--- config.mk ---
export PLATFORM = sky130hd
export DESIGN_NAME = mem_dbus_ctrl
export DESIGN_NICKNAME = d
export VERILOG_FILES = /design/src/rtl/mem_dbus_ctrl.sv
export SDC_FILE = /design/constraint.sdc
export NUM_CORES = 1
export LEC_CHECK = 0
export CAP_MARGIN = 0
export CORE_AREA = 2 2 138 140
export DETAILED_ROUTE_END_ITERATION = 8
export DIE_AREA = 0 0 140 142
export HOLD_SLACK_MARGIN = 0.08
export PLACE_DENSITY = 0.75
export SLEW_MARGIN = 0
export SYNTH_ARGS = -nofsm -noshare
export SYNTH_HDL_FRONTEND = slang
export SYNTH_SLANG_ARGS = --single-unit
--- constraint.sdc ---
create_clock -name i_clk -period 1.6 [get_ports i_clk]
set_clock_uncertainty 0.05 [all_clocks]
set_input_delay 0.24 -clock i_clk [delete_from_list [all_inputs] [get_ports i_clk]]
set_output_delay 0.24 -clock i_clk [all_outputs]
set_load 0.01 [all_outputs]
--- src/rtl/mem_dbus_ctrl.sv ---
// Memory-stage to data-bus handshake controller: holds one request on the bus until data_ok, stalls meanwhile.
// Optional bus timeout enabled by defining MEM_TIMEOUT_EN.
package mem_dbus_pkg;
  typedef struct packed {
    logic        valid;
    logic [31:0] addr;
    logic [2:0]  size;
    logic [7:0]  strobe;
    logic [63:0] data;
  } dbus_req_t;

  typedef struct packed {
    logic        addr_ok;
    logic        data_ok;
    logic [63:0] data;
  } dbus_resp_t;
endpackage

module mem_dbus_ctrl
  import mem_dbus_pkg::*;
#(
  parameter int TIMEOUT_CYC = 256,
  parameter int CNT_W       = 9
) (
  input  logic        i_clk,
  input  logic        i_rst_n,
  input  dbus_req_t   i_req_in,
  input  logic        i_flush,
  input  logic        i_advance,
  input  dbus_resp_t  i_dresp,
  output dbus_req_t   o_dreq,
  output logic        o_stall,
  output logic        o_resp_valid,
  output logic [63:0] o_resp_data,
  output logic        o_bus_err
);

  typedef enum logic [1:0] {S_IDLE, S_BUSY, S_DONE} state_t;

  state_t      r_state;
  dbus_req_t   r_dreq;
  logic        r_squash;
  logic        r_resp_valid;
  logic [63:0] r_resp_data;
  logic        w_accept;
  logic        w_timeout;
  logic        w_finish;
  logic        w_unused;

  // addr_ok only tells us the address phase was taken; completion is data_ok alone
  assign w_unused = i_dresp.addr_ok;

  assign w_accept = i_req_in.valid & ~i_flush &
                    ((r_state == S_IDLE) | ((r_state == S_DONE) & i_advance));
  assign w_finish = i_dresp.data_ok | w_timeout;

`ifdef MEM_TIMEOUT_EN
  logic [CNT_W-1:0] r_cnt;
  logic             r_bus_err;

  assign w_timeout = (r_state == S_BUSY) & ~i_dresp.data_ok &
                     (r_cnt == CNT_W'(TIMEOUT_CYC - 1));

  always_ff @(posedge i_clk or negedge i_rst_n) begin
    if (!i_rst_n) begin
      r_cnt     <= '0;
      r_bus_err <= 1'b0;
    end else begin
      if (w_accept)
        r_cnt <= '0;
      else if (r_state == S_BUSY)
        r_cnt <= r_cnt + 1'b1;
      if (w_timeout)
        r_bus_err <= 1'b1;
    end
  end

  assign o_bus_err = r_bus_err;
`else
  logic [CNT_W-1:0] w_unused_cnt;
  assign w_unused_cnt = CNT_W'(TIMEOUT_CYC);
  assign w_timeout    = 1'b0;
  assign o_bus_err    = 1'b0;
`endif

  always_ff @(posedge i_clk or negedge i_rst_n) begin
    if (!i_rst_n) begin
      r_state      <= S_IDLE;
      r_dreq       <= '0;
      r_squash     <= 1'b0;
      r_resp_valid <= 1'b0;
      r_resp_data  <= '0;
    end else begin
      case (r_state)
        S_IDLE: begin
          if (w_accept) begin
            r_dreq       <= i_req_in;
            r_dreq.valid <= 1'b1;
            r_squash     <= 1'b0;
            r_state      <= S_BUSY;
          end
        end
        S_BUSY: begin
          if (i_flush)
            r_squash <= 1'b1;
          // a started bus transaction is never retracted; a squash only discards its result
          if (w_finish) begin
            r_dreq.valid <= 1'b0;
            r_resp_data  <= i_dresp.data_ok ? i_dresp.data : 64'hDEAD_BEEF_DEAD_BEEF;
            if (r_squash | i_flush) begin
              r_state <= S_IDLE;
            end else begin
              r_state      <= S_DONE;
              r_resp_valid <= 1'b1;
            end
          end
        end
        S_DONE: begin
          if (i_flush) begin
            r_resp_valid <= 1'b0;
            r_state      <= S_IDLE;
          end else if (i_advance) begin
            r_resp_valid <= 1'b0;
            if (w_accept) begin
              r_dreq       <= i_req_in;
              r_dreq.valid <= 1'b1;
              r_squash     <= 1'b0;
              r_state      <= S_BUSY;
            end else begin
              r_state <= S_IDLE;
            end
          end
        end
        default: r_state <= S_IDLE;
      endcase
    end
  end

  // the accept cycle stalls combinationally so the requesting instruction holds in place
  assign o_stall      = (r_state == S_BUSY) | w_accept;
  assign o_dreq       = r_dreq;
  assign o_resp_valid = r_resp_valid;
  assign o_resp_data  = r_resp_data;

endmodule

==> impl_metrics.json <==
{
  "syn-instance-count": 387,
  "fp.dieW_um": 140,
  "finalWirelength_mm": 18.8,
  "cp_max_fo": 17,
  "finalSetupViolCount": 0,
  "syn_area_per_cell_um2": 17.2,
  "wl_per_cell_um": 18.6,
  "grt_max_degree": 41,
  "viasPerCell": 4.66,
  "arrival_ns": 1.82,
  "stdcell_count": 1008,
  "rows": 50,
  "synthTopCellsByArea": "dfrtp_1, mux2_2, mux2_1",
  "synth_top_cell_by_area": "dfrtp_1",
  "htreeDepth": 4,
  "dr.pass1.iters": 6,
  "final_common_cell": "dfrtp_1",
  "die_y_um": 142,
  "end_kind": "register",
  "num_vias": 4702,
  "grt_use_total_pct": 18.7,
  "hp-class": "input pin to asynchronous set/reset pin",
  "fin_util_pct": 59.9,
  "die_area_um2": 19900,
  "power_mw": 15.0,
  "rsz0062_at_grt": "true",
  "critPathKind": "register to register",
  "slew_viol_final": 0,
  "hpwl_mm": 14.1,
  "ys.warnings.count": 0,
  "ys_seq_elements": 176,
  "cts.clk_slew.worst_paths_ns": 0.07,
  "synth_top_area_share_pct": 66.1,
  "grt_pass1_vias": 5337,
  "crit_required_ns": 1.85,
  "final_antenna_net_count": 0,
  "overflow": 0,
  "antenna_found_initial": 0,
  "dpl.cell_count": 972,
  "violations": "DRC",
  "nFillCells": 1499,
  "syn-num-nets": 565,
  "drt_iter0_drc": 213,
  "post-place-ws_ns": -0.332,
  "post-route-period-util_pct": 97.8,
  "insertion_delay_ns": 0.42,
  "initial_core_util_pct": 36.1,
  "drc": 21,
  "gp_congestion": 0.797,
  "power_leakage_nw": 5.01,
  "layout_common_cells": "dfrtp_1, clkdlybuf4s50_1, dlygate4sd2_1",
  "drive_gt1_share_pct": 20.3,
  "cts_buffer_depth": 2,
  "setup_ws_ns": 0.0345,
  "ios": 353,
  "finalHoldViolations": 0,
  "port_buffers": 350,
  "diodes": 0,
  "max-vdd-ir-drop_v": 0.000749,
  "cts_sinks": 176,
  "cts_root_buffer": "clkbuf_16",
  "max_freq_mhz": 639,
  "area_growth_pct": 66.0,
  "ys_seq_area_share_pct": 66.1,
  "grt_pass1_wl_mm": 28.6,
  "reg2regPathDepth": 5,
  "cts_tree": "yes",
  "numCtsBuffers": 17,
  "cap_violations": 0,
  "fin_crit_ns": 1.57,
  "synth_area_um2": 6660,
  "p_per_area_nw_per_um2": 1360,
  "fin_nets": 940,
  "start_kind": "register",
  "coreArea_um2": 18500,
  "status": "complete, but fails checks",
  "synth.distinct_cells": 20
}
==> per-layer routing <==
metal	GRT usage, %	wire (um)
met5	0	0
met4	8.72	597
met3	6.46	1430
met2	33.8	9960
met1	19.7	6770
==> path summary, 6_finish.rpt <==
kind	start	to	slack, ns
min reg2reg	o_dreq[44]$_DFFE_PN0P_	o_dreq[44]$_DFFE_PN0P_	0.43
min in group i_clk	i_req_in[20]	o_dreq[20]$_DFFE_PN0P_	0.36
max in group asynchronous	i_rst_n	o_resp_data[62]$_DFFE_PN0P_	0.65
min	i_rst_n	o_dreq[53]$_DFFE_PN0P_	0.27
max	r_state[1]$_DFFE_PN0P_	o_resp_data[54]$_DFFE_PN0P_	0.03
max reg2reg	r_state[1]$_DFFE_PN0P_	o_resp_data[54]$_DFFE_PN0P_	0.03
==> through the flow <==
step           area (um2)  hold WS [ns]  TNS (ns)
4_1_cts             11000         0.259   -0.0863
6_report            11100         0.268         0
3_3_place_gp        10600         0.140    -34.01
5_1_grt             11100         0.273    -0.394
3_5_place_dp        10600         0.146    -37.25
2_1_floorplan        6660        -0.106         0
==> kinds of logic (layout without fill, tap and decap cells) <==
kind of cell,after synthesis,in the layout,synth area share (%)
multiplexers,171,171,29.5
buffers and inverters,21,408,2.76
AND/OR/NAND/NOR,13,13,0.958
other,1,1,0.0563
flip-flops,176,176,66.1
AO/OA/AOI/OAI,5,5,0.601
==> what timing repair did <==
item | in CTS | in global routing
pin swaps | 2 | 0
gates cloned | 0 | 2
endpoints found under the setup margin | 174 | 66
hold buffers | 1 | 0
endpoints found under the hold margin | 95 | 0
setup buffers | 1 | 1
gates resized for setup | 182 | 2
==> worst max-delay path: stages (launching register included) <==
cell	delay (ns)
dfrtp_1	0.42
buf_6	0.14
nand3b_1	0.17
buf_6	0.17
clkbuf_16	0.19
mux2_4	0.30
==> synthesized netlist by cell type <==
| library cell | instances |
|---|---|
| conb_1 | 1 |
| o21ai_0 | 1 |
| o21a_1 | 1 |
| inv_1 | 1 |
| mux2_2 | 85 |
| mux2_1 | 76 |
| nor2b_1 | 1 |
| nor2_1 | 3 |
| a221oi_1 | 1 |
| nand3b_1 | 1 |
| buf_4 | 2 |
| o22a_1 | 1 |
| nand2_1 | 4 |
| mux2_4 | 10 |
| buf_2 | 6 |
| nand3_1 | 1 |
| buf_6 | 12 |
| dfrtp_1 | 176 |
| o21ba_2 | 1 |
| nand2b_1 | 3 |
==> area by class of cell <==
cell class | count | area [um2] | share of cell area (%)
Timing Repair Buffer | 376 | 3640 | 32.9
Inverter | 1 | 3.75 | 0.0340
Clock inverter | 11 | 155 | 1.40
Clock buffer | 20 | 457 | 4.13
Tap cell | 234 | 293 | 2.65
Sequential cell | 176 | 4400 | 39.8
Multi-Input combinational cell | 190 | 2100 | 19.0
==> where the power goes <==
part / internal [mW] / leakage, nW / switching, mW
clock network: 2.55 / 0.291 / 1.75
registers: 5.67 / 2.07 / 0.600
logic: 2.54 / 2.65 / 1.89
==> flip-flops by register name (all words and copies together), names as in the netlist <==
register,count
r_squash,1
r_state,2
o_resp_valid,1
o_resp_data,64
o_dreq,108
No activity file was read; power rests on OpenSTA's default activity.
